[src/rtl/uart_stream_tx.sv]
`timescale 1ns/1ps
// uart_stream_tx: buffered 8N1 UART transmitter.
// Bytes arrive on a valid/ready stream into a small circular FIFO and are
// serialised start / 8 data bits LSB-first / stop. Bit timing is derived
// from CLOCK_RATE/BAUD_RATE in the system clock domain. The tx pin is driven
// from a flop one cycle behind the FSM, so every bit lasts exactly BIT_TICKS.
module uart_stream_tx #(
    parameter int BAUD_RATE  = 115200,
    parameter int CLOCK_RATE = 12000000,
    parameter int FIFO_DEPTH = 4
) (
    input  logic                        clk,
    input  logic                        rstN,
    input  logic [7:0]                  data,
    input  logic                        valid,
    output logic                        ready,
    output logic                        tx,
    output logic                        idle,
    output logic [$clog2(FIFO_DEPTH):0] fifoCount
);

    localparam int BIT_TICKS = CLOCK_RATE / BAUD_RATE;
    localparam int TICK_W    = (BIT_TICKS > 1) ? $clog2(BIT_TICKS) : 1;
    localparam int IDX_W     = $clog2(FIFO_DEPTH);
    localparam int PTR_W     = IDX_W + 1;

    localparam logic [TICK_W-1:0] TICK_LAST = TICK_W'(BIT_TICKS - 1);
    localparam logic [PTR_W-1:0]  FIFO_FULL = PTR_W'(FIFO_DEPTH);

    typedef enum logic [1:0] {
        ST_IDLE  = 2'd0,
        ST_START = 2'd1,
        ST_DATA  = 2'd2,
        ST_STOP  = 2'd3
    } state_t;

    // FIFO storage and status
    logic [7:0]       mem_r [FIFO_DEPTH];
    logic [PTR_W-1:0] wr_ptr_r;
    logic [PTR_W-1:0] rd_ptr_r;
    logic [PTR_W-1:0] wr_ptr_nxt_s;
    logic [PTR_W-1:0] rd_ptr_nxt_s;
    logic [PTR_W-1:0] count_r;
    logic [PTR_W-1:0] count_nxt_s;
    logic             fifo_empty_s;
    logic             push_s;
    logic             pop_s;

    // Serialiser
    state_t           state_r;
    state_t           state_nxt_s;
    logic [TICK_W-1:0] tick_cnt_r;
    logic [2:0]       bit_cnt_r;
    logic [7:0]       shift_r;
    logic             tick_last_s;
    logic             tx_nxt_s;

    // Output flops
    logic             tx_r;
    logic             ready_r;
    logic             idle_r;

    assign push_s       = valid && ready_r;
    assign fifo_empty_s = (count_r == PTR_W'(0));
    assign tick_last_s  = (tick_cnt_r == TICK_LAST);

    assign ready     = ready_r;
    assign tx        = tx_r;
    assign idle      = idle_r;
    assign fifoCount = count_r;

    // Next FIFO pointers and occupancy from this cycle's push/pop decisions
    always_comb begin
        wr_ptr_nxt_s = wr_ptr_r;
        rd_ptr_nxt_s = rd_ptr_r;
        if (push_s) begin
            wr_ptr_nxt_s = wr_ptr_r + PTR_W'(1);
        end else begin
            wr_ptr_nxt_s = wr_ptr_r;
        end
        if (pop_s) begin
            rd_ptr_nxt_s = rd_ptr_r + PTR_W'(1);
        end else begin
            rd_ptr_nxt_s = rd_ptr_r;
        end
        count_nxt_s = wr_ptr_nxt_s - rd_ptr_nxt_s;
    end

    // FIFO pointers, occupancy and ready; ready depends only on flops
    always_ff @(posedge clk or negedge rstN) begin
        if (!rstN) begin
            wr_ptr_r <= PTR_W'(0);
            rd_ptr_r <= PTR_W'(0);
            count_r  <= PTR_W'(0);
            ready_r  <= 1'b1;
        end else begin
            wr_ptr_r <= wr_ptr_nxt_s;
            rd_ptr_r <= rd_ptr_nxt_s;
            count_r  <= count_nxt_s;
            ready_r  <= (count_nxt_s != FIFO_FULL);
        end
    end

    // FIFO storage write; contents are don't-care until the pointers cover them
    always_ff @(posedge clk) begin
        if (push_s) begin
            mem_r[wr_ptr_r[IDX_W-1:0]] <= data;
        end
    end

    // FSM state register
    always_ff @(posedge clk or negedge rstN) begin
        if (!rstN) begin
            state_r <= ST_IDLE;
        end else begin
            state_r <= state_nxt_s;
        end
    end

    // FSM next-state: STOP chains straight into START when more bytes wait
    always_comb begin
        state_nxt_s = state_r;
        case (state_r)
            ST_IDLE: begin
                if (!fifo_empty_s) begin
                    state_nxt_s = ST_START;
                end else begin
                    state_nxt_s = ST_IDLE;
                end
            end
            ST_START: begin
                if (tick_last_s) begin
                    state_nxt_s = ST_DATA;
                end else begin
                    state_nxt_s = ST_START;
                end
            end
            ST_DATA: begin
                if (tick_last_s && (bit_cnt_r == 3'd7)) begin
                    state_nxt_s = ST_STOP;
                end else begin
                    state_nxt_s = ST_DATA;
                end
            end
            ST_STOP: begin
                if (tick_last_s) begin
                    if (!fifo_empty_s) begin
                        state_nxt_s = ST_START;
                    end else begin
                        state_nxt_s = ST_IDLE;
                    end
                end else begin
                    state_nxt_s = ST_STOP;
                end
            end
            default: begin
                state_nxt_s = ST_IDLE;
            end
        endcase
    end

    // FSM outputs: FIFO pop strobe and the line level for the current bit
    always_comb begin
        pop_s    = 1'b0;
        tx_nxt_s = 1'b1;
        case (state_r)
            ST_IDLE: begin
                pop_s    = !fifo_empty_s;
                tx_nxt_s = 1'b1;
            end
            ST_START: begin
                pop_s    = 1'b0;
                tx_nxt_s = 1'b0;
            end
            ST_DATA: begin
                pop_s    = 1'b0;
                tx_nxt_s = shift_r[bit_cnt_r];
            end
            ST_STOP: begin
                if (tick_last_s) begin
                    pop_s = !fifo_empty_s;
                end else begin
                    pop_s = 1'b0;
                end
                tx_nxt_s = 1'b1;
            end
            default: begin
                pop_s    = 1'b0;
                tx_nxt_s = 1'b1;
            end
        endcase
    end

    // Tick and bit counters; both return to 0 only by explicit reload
    always_ff @(posedge clk or negedge rstN) begin
        if (!rstN) begin
            tick_cnt_r <= TICK_W'(0);
            bit_cnt_r  <= 3'd0;
        end else begin
            if ((state_r == ST_IDLE) || tick_last_s) begin
                tick_cnt_r <= TICK_W'(0);
            end else begin
                tick_cnt_r <= tick_cnt_r + TICK_W'(1);
            end
            if (state_r != ST_DATA) begin
                bit_cnt_r <= 3'd0;
            end else if (tick_last_s) begin
                bit_cnt_r <= (bit_cnt_r == 3'd7) ? 3'd0 : (bit_cnt_r + 3'd1);
            end
        end
    end

    // Shift register captures the FIFO head on pop and holds it for the frame
    always_ff @(posedge clk or negedge rstN) begin
        if (!rstN) begin
            shift_r <= 8'h00;
        end else if (pop_s) begin
            shift_r <= mem_r[rd_ptr_r[IDX_W-1:0]];
        end
    end

    // Registered line driver and idle flag; reset forces the line high at once
    always_ff @(posedge clk or negedge rstN) begin
        if (!rstN) begin
            tx_r   <= 1'b1;
            idle_r <= 1'b1;
        end else begin
            tx_r   <= tx_nxt_s;
            idle_r <= (state_nxt_s == ST_IDLE) && (count_nxt_s == PTR_W'(0));
        end
    end

endmodule

[config.mk]
export PLATFORM = sky130hd
export DESIGN_NAME = uart_stream_tx
export DESIGN_NICKNAME = d
export VERILOG_FILES = /design/src/rtl/uart_stream_tx.sv
export SDC_FILE = /design/constraint.sdc
export NUM_CORES = 1
export LEC_CHECK = 0
export CAP_MARGIN = 20
export CORE_ASPECT_RATIO = 1.75
export CORE_MARGIN = 5
export CORE_UTILIZATION = 50
export CTS_BUF_LIST = sky130_fd_sc_hd__clkbuf_16
export DETAILED_ROUTE_END_ITERATION = 6
export GPL_TIMING_DRIVEN = 0
export PLACE_DENSITY = 0.8
export REMOVE_ABC_BUFFERS = 1
export SKIP_LAST_GASP = 1
export SYNTH_ARGS = -nofsm -noshare
export SYNTH_HDL_FRONTEND = slang
export SYNTH_SLANG_ARGS = --single-unit
[constraint.sdc]
create_clock -name clk -period 2.9 [get_ports clk]
set_input_delay 0.58 -clock clk [delete_from_list [all_inputs] [get_ports clk]]
set_output_delay 0.58 -clock clk [all_outputs]
set_load 0.01 [all_outputs]
## Word level (Yosys, flattened, before mapping)

Memory sizes are Yosys's and may differ from the RTL's. A register that Yosys moved wholly into a read port is not among the register bits.
Cells that the tools add are included.

| word-level totals | value |
|---|---|
| output and inout bits | 6 |
| memory bits (writable) | 32 |
| register bits | 24 |
| memories | 1 |
| logic and storage cells | 54 |
| bits of input ports | 11 |

| cells by class | value |
|---|---|
| magnitude comparators | 1 |
| $add $sub $neg | 5 |
| muxes and demuxes | 18 |
| equality and inequality tests | 7 |
| reduce and logical (&&, ||, !) cells | 13 |

Memory list:

| name | depth | width | rd ports | clocked after memory_dff | write ports | RTL line | RTL |
|---|---|---|---|---|---|---|---|
| mem_r | 4 | 8 | 1 | 1 | 1 | 38 | `logic [7:0] mem_r [FIFO_DEPTH];` |

Operator list:

| operator | number |
|---|---|
| $mux 3 | 5 |
| $add 3x1->3 const B | 3 |
| $pmux 2 s4 | 1 |
| $add 7x1->7 const B | 1 |
| $eq 7x7->1 const B | 1 |
| $mux 7 | 1 |
| $logic_not 3->1 | 2 |
| $mux 1 | 6 |
| $pmux 1 s3 | 2 |
| $eq 2x2->1 const B | 2 |
| $logic_not 2->1 | 2 |
| $lt 3x4->1 const B | 1 |
| $mux 2 | 2 |
| $reduce_or 2->1 | 2 |
| $bmux 1 s3 | 1 |
| $eq 3x3->1 const B | 1 |
| $logic_and 1x1->1 | 3 |
| $ne 3x3->1 const B | 1 |
| $sub 3x3->3 | 1 |
| $eq 2x1->1 const B | 1 |
| $logic_not 1->1 | 2 |
| $ne 2x2->1 const B | 1 |
| $reduce_bool 2->1 | 1 |
| $logic_or 1x1->1 | 1 |

## Logic depth before layout (Yosys ltp)

| logic depth | value |
|---|---|
| depth after elaboration | 8 |
| depth in mapped cells | 12 |

## Worst setup path before layout

No wires, ideal clock.

| timing | value |
|---|---|
| kind | register to register |
| start point | register tick_cnt_r[3] |
| end point | register idle_r, in the netlist idle |
| period minus slack after synthesis | 2.865 ns |
| cell stages (with the launch flop) | 10 |
| data arrival time | 2.768 ns |
| buffers on the path | 1 |
| library setup time | 0.096 ns |
| setup slack | 0.035 ns |
| cells stage by stage | dfrtp_1 or3b_4 o31ai_4 and2b_1 buf_6 mux2_4 fa_1 xor2_1 xnor3_2 nor4_1 |

| on the way | value |
|---|---|
| cells in the longest elaborated chain, start to end | 7 |
| elaborated cells on any way between the ends | 13 |

RTL lines:

| what | RTL line | RTL |
|---|---|---|
| from (decl) | 52 | `logic [TICK_W-1:0] tick_cnt_r;` |
| from (signal assigned) | 203 | `tick_cnt_r <= tick_cnt_r + TICK_W'(1);` |
| $eq 7x7->1 | 65 | `assign tick_last_s = (tick_cnt_r == TICK_LAST);` |
| $mux 1 | 180 | `if (tick_last_s) begin` |
| $pmux 1 s3 | 166 | `case (state_r)` |
| $mux 3 | 81 | `if (pop_s) begin` |
| via rd_ptr_nxt_s[1] | 42 | `logic [PTR_W-1:0] rd_ptr_nxt_s;` |
| $sub 3x3->3 | 86 | `count_nxt_s = wr_ptr_nxt_s - rd_ptr_nxt_s;` |
| via count_nxt_s[2] | 44 | `logic [PTR_W-1:0] count_nxt_s;` |
| $logic_not 3->1 | 229 | `idle_r <= (state_nxt_s == ST_IDLE) && (count_nxt_s == PTR_W'(0));` |
| $logic_and 1x1->1 | 229 |  |
| to (signal assigned) | 229 |  |
| to (decl) | 61 | `logic idle_r;` |

The timed path passes the listed nets, and every way through them passes these cells.
A chain may end at the register's enable or synchronous reset.

## Worst setup path in the final report

| timing | value |
|---|---|
| start point | register tick_cnt_r[4] |
| end point | register idle_r, in the netlist idle |

The elaborated chain is that of the path after synthesis.

==> metrics.md <==
| Metric | Value |
|---|---|
| Status | `complete, no violations` |
| Synth Flop Type | `edfxtp_1` |
| RR Startpoint | `tick_cnt_r[4]` |
| Worst skew pair latency | `330 ps` |
| Routed vias | `around 1500` |
| Final ANT Viol Nets | `0` |
| Final Hold Viols | `0` |
| Clock period minus worst slack | `around 2700 ps` |
| Crit-path max FO | `3` |
| Avg Inst Size Synth | `roughly 16 sq um` |
| Sequential cell area | `1767 sq um` |
| First-pass GRT wire length | `roughly 7.9 mm` |
| Pwr Total | `about 2.7 mW` |
| TritonRoute pass-1 iters | `4` |
| Root buffer cell | `clkbuf_16` |
| Port Buffers | `16` |
| PwrDens | `764.1 nW/um^2` |
| Sw frac | `0.2527` |
| Worst hold path class | `register to register` |
| Fillers | `approximately 380` |
| Setup slack after layout | `220.2 ps` |
| Worst path arrival time | `around 2900 ps` |
| Final Max Slew Viols | `0` |
| Slew headroom | `0.5263` |
| Cell total after placement | `between 200 and 300` |
| IO Pins | `17` |
| Slew @ Worst Pin | `approximately 700 ps` |
| Post-DP HPWL | `between 3 and 4 mm` |
| WHS Endpoint | `tick_cnt_r[0]` |
| Vias/cell | `between 5 and 6` |
| Post-Layout Cell Count | `between 200 and 300` |
| Setup TNS | `0 ps` |
| Vias in the first global route | `about 1600` |
| Antenna violations before repair | `0` |
| Die Area | `around 7400 sq um` |
| Combinational fraction of design power | `0.161` |
| F_max | `~370 MHz` |
| Die X-Extent | `~67 um` |
| Multi-input gate area | `1037 sq um` |
| Synth Register Bits | `64` |
| Critical-path cell list | `or3b_4, o31ai_4, and2b_4, mux2_4, fa_2, xor2_1, xnor3_2, nor4_2` |
| Routed WL | `~4.6 mm` |
| WL per Instance | `between 15 and 20 um` |
| CP Launch Type | `register` |
| FF-to-FF End | `idle` |
| Pleak | `about 1.4 nW` |
| CTS H-tree lvls | `3` |
| Final routed DRC violation total | `0` |
| Synth top area share | `0.3379` |
| Async SR Flop Fraction | `0.5000` |
| Min-delay src | `tick_cnt_r[0]` |
| Worst Setup Path Type | `register to register` |
| GRT Total Usage | `0.1529` |
| Layout cells sized above 1 | `0.2714` |
| Final setup fails | `0` |
| Seq/Total Area, Yosys | `0.6208` |
| Clock power frac | `0.403` |
| Worst-path clk slew | `60 ps` |
| Maxcap violations | `0` |
| CTS tree | `done` |
| Area growth syn-to-layout | `22.35%` |
| Fin crit share | `0.9241` |
| Core Box Area | `around 5500 sq um` |
| Hold buffers post-CTS | `0` |
| Setup crit end kind | `register` |
| Internal reg-to-reg setup slack | `220 ps` |
| CTS sink count | `between 60 and 70` |
| Worst Hold Slack | `roughly 470 ps` |
| Gate Count Post-Synth | `roughly 180` |
| Clk_skew | `about 7.1 ps` |
| Rows | `36` |
| Reg power frac | `0.436` |
| Die Y | `about 110 um` |
| CTS Buffer Depth | `2` |
| Top cells by area, synth | `edfxtp_1, dfrtp_1, mux4_2, ha_1, mux2_4` |
| Starting Density | `0.5133` |
| Worst path slowest cell | `or3b_4` |
| WHS Path Cells | `1` |
| Pint | `slightly below 2 mW` |
| Crit path max-delay family | `simple AND/OR/NAND/NOR gates` |
| Synth area leader | `edfxtp_1` |
| Cell Area, Synth | `approximately 2800 sq um` |
| Worst Setup SP | `tick_cnt_r[4]` |
| Required time of the critical path | `about 3100 ps` |
| GRT Residual Overflow | `0` |
| Num CTS Buffers | `9` |
| WP buf/inv | `0` |
| Synth unique cells | `38` |
| Largest net degree at the start of global routing | `21` |
| N_diodes | `0` |
| Yosys Warn Count | `0` |
| RSZ-0062 raised after global routing | `no` |
| EDFF count, synth | `32` |
| FF-to-FF path depth | `8` |
| Final RePlAce weighted congestion | `approximately 0.76` |
| Fin nets | `between 200 and 250` |
| Initial DRC count | `between 50 and 60` |
| Crit-path max cell delay | `430 ps` |
| Max IR drop VDD | `0.5848 mV` |
| NetSw | `approximately 0.67 mW` |
| Pre-CTS WS | `-443.3 ps` |
logic make-up after synthesis:
logic type | after synthesis | share of synthesized area
compound gates | 10 | 0.02815
xor+xnor | 10 | 0.03872
fa+ha+maj | 14 | 0.06423
buf+inv | 16 | 0.02376
flops | 64 | 0.6208
mux | 25 | 0.1434
simple gates | 36 | 0.08095
area by class of cell:
type | count | share of cell area
flip-flops and latches | 64 | 0.5077
clock buffers | 9 | 0.06472
repair buffers | 23 | 0.06688
well taps | 76 | 0.02733
inverters | 12 | 0.01294
clock inverters | 7 | 0.02229
multi-input cells | 95 | 0.2981
synthesized netlist by cell type (2+ instances only):
cell type / number
a21oi_1: 3
and3_1: 5
buf_1: 2
dfrtp_1: 29
dfstp_2: 3
edfxtp_1: 32
ha_1: 13
inv_1: 12
mux2_4: 9
mux2i_1: 7
mux4_2: 9
nand2_1: 5
nand3_1: 4
nor2_1: 6
nor2b_1: 3
nor3_1: 4
nor4_1: 2
xnor2_1: 5
xor2_1: 3
sequential cells by signal, summed over array words and instances (netlist names):
register,flops
mem_r,32
shift_r,8
tick_cnt_r,7
bit_cnt_r,3
fifoCount,3
rd_ptr_r,3
wr_ptr_r,3
state_r,2
idle,1
ready,1
tx,1
metrics by stage:
step                utilization  area [sq um]
global placement         0.5553          3077
CTS                      0.6186          3427
finish                   0.6280          3480
global route             0.6280          3480
floorplan                     -          2821
detailed placement       0.5603          3104
layout by cell type (no fill, tap or decap), types with 2 or more instances in the layout:
cell type / n
mux2i_1: 7
mux2_4: 9
nor3_1: 4
nor2_1: 6
clkdlybuf4s50_1: 16
dfstp_2: 3
nand3_1: 4
xnor2_1: 5
dfrtp_1: 28
and3_1: 5
clkinv_4: 2
edfxtp_1: 32
clkbuf_16: 9
nor2b_1: 3
inv_1: 12
mux4_2: 9
xor2_1: 3
nand2_1: 5
a21oi_1: 3
buf_4: 6
ha_1: 11
inv_6: 3
routing by layer:
layer	part of all wire	up-vias	global-route usage
met4	0.032	0	0.09724
li1	-	703	-
met1	0.37	740	0.1602
met3	0.025	12	0.04090
met2	0.57	20	0.2632
met5	0	-	0
worst max path at each step:
stage / endpoint / slack (ps) / depth (start not counted)
CTS: idle / 9 / 9
finish: idle / 220 / 8
global route: idle / 100 / 8
global placement: idle / -400 / 11
detailed placement: idle / -440 / 11
floorplan: idle / -140 / 8
repair_timing:
| action | CTS | global route |
|---|---|---|
| pin swaps | 1 | 2 |
| buffers inserted | 2 | 4 |
| endpoints found under the setup margin | 3 | 1 |
| resized for setup | 3 | 5 |
power by group through the flow:
stage               Clock [mW]  Sequential (mW)  Combinational [mW]
global route              1.14             1.17               0.480
detailed placement           0             1.18               0.425
floorplan                    0             1.17               0.264
finish                    1.07             1.16               0.427
CTS                       1.10             1.16               0.429
global placement             0             1.17               0.412
Power figures use the tool's default switching activity.
==> edit, RTL diff (same settings) <==
Make the reset (`rstN`) synchronous in 5 clocked blocks.
--- a/src/rtl/uart_stream_tx.sv
+++ b/src/rtl/uart_stream_tx.sv
@@ -89,3 +89,3 @@
     // FIFO pointers, occupancy and ready; ready depends only on flops
-    always_ff @(posedge clk or negedge rstN) begin
+    always_ff @(posedge clk) begin
         if (!rstN) begin
@@ -111,3 +111,3 @@
     // FSM state register
-    always_ff @(posedge clk or negedge rstN) begin
+    always_ff @(posedge clk) begin
         if (!rstN) begin
@@ -194,3 +194,3 @@
     // Tick and bit counters; both return to 0 only by explicit reload
-    always_ff @(posedge clk or negedge rstN) begin
+    always_ff @(posedge clk) begin
         if (!rstN) begin
@@ -213,3 +213,3 @@
     // Shift register captures the FIFO head on pop and holds it for the frame
-    always_ff @(posedge clk or negedge rstN) begin
+    always_ff @(posedge clk) begin
         if (!rstN) begin
@@ -222,3 +222,3 @@
     // Registered line driver and idle flag; reset forces the line high at once
-    always_ff @(posedge clk or negedge rstN) begin
+    always_ff @(posedge clk) begin
         if (!rstN) begin
Check against the original RTL: differs if rstN is asserted again (counterexample within 4 cycles, from zero or initial values and one cycle with rstN low); with rstN held inactive, the same outputs for 10 cycles.
==> edit against the unedited design <==
Synthesized area shrank 5.6%. Final area decreased by 7.4%. Sequential cell count is the same. Clock power grew 4%. Wire length fell by 7.0%. Final cell count fell by 3.5%. Setup slack got worse by 28 ps. Via count up 3.9%. Maximum frequency down 1.0%. Total power up 17%. Highest routed layer unchanged.
==> edit: results (changes against the unedited design) <==
initial DRC count=59 (+16%); Setup Buffers After CTS=0 (-2); DP HPWL=3.01 mm (-5.2%); non-filler cells, final=276 (-3.5%); Area contributors post-synth=edfxtp_1 36%, dfxtp_1 24%, mux4_2 8.4%, ha_1 6.5%, mux2i_1 3.4%; Avg Cell Area, Syn=13.9 µm² (-14%); Synth cell types=34 (-11%); Worst Slack Setup Final=192 ps (-28.3 ps); pin count of the biggest net entering global routing=24 (+14%); Commonest cells post-synth=32 x dfxtp_1, 32 x edfxtp_1, 14 x ha_1, 14 x nor2_1, 13 x nor2b_1; Max IR drop VDD=0.568 mV (-2.8%); Worst Path Arrival=2950 ps (+30 ps); Lkg Pwr=1.19 nW (-16%); XOR/XNOR Fraction of Synth Area=0.0410 (+0.00229); GR Util met3=0.0440 (+0.00313); Cell Count Post-Placement=260 (-1.5%); post-synthesis compound-gate area fraction=0.0303 (+0.00213); Final GP Congestion=0.791 (+4.3%); Clock Skew=3.61 ps (-3.54 ps); mux contribution to synthesized area=0.126 (-0.0176); Reg-to-Reg Start=tick_cnt_r[0]; nets@finish=242 (+5.2%); met2 Use GR=0.239 (-0.0239); Min-Delay Endpoint=tick_cnt_r[0]; grt met1 use=0.149 (-0.0111); P_clk=1.11 mW (+4%); adder-cell share of the synthesized area=0.0727 (+0.00846); Seq/Total Area, Yosys=0.596 (-0.0243); worst hold slack=460 ps (-12.0 ps); Worst Hold Launch=tick_cnt_r[0]; GRT Total Usage=0.145 (-0.00778); total number of vias=1533 (+3.9%); worst-margin pin slew=704 ps (-4.72 ps); status=finished clean; Clk pwr share=0.355 (-0.048); Critical Path Fanout Max=5 (+2); Seq power=1.24 mW (+7%); depth of the worst register-to-register path=9 (+1); post-place setup slack=64.2 ps (+508 ps); timing endpoint of the critical path=idle
==> edit: layout make-up <==
class                   count  area, µm²
fillers                   400       2030
flip-flops and latches     64       1600
multi-input cells         117       1040
clock buffers               9        225
repair buffers             17        168
clock inverters             7       87.6
well taps                  55       68.8
inverters                   7       26.3
==> edit: kinds of logic after synthesis <==
family | after synthesis
buffers and inverters | 12
flip-flops | 64
AND/OR/NAND/NOR | 58
XOR/XNOR | 11
AO/OA/AOI/OAI | 12
multiplexers | 21
adder cells (fa/ha/maj) | 15
==> edit: critical path, cell delays in order, from the launching register on <==
cell and delay (ps):
dfxtp_1 370, ha_1 290, nand2_1 140, nor2_2 210, o21ai_2 130, mux2_1 360
fa_1 410, xnor2_1 210, xnor3_1 290, o31ai_2 220
==> edit: metal layers <==
metal  part of all wire  vias up
li1                   -      745
met1               0.39      756
met2               0.55       21
met3              0.028       11
met4              0.034        0
met5                  0        -
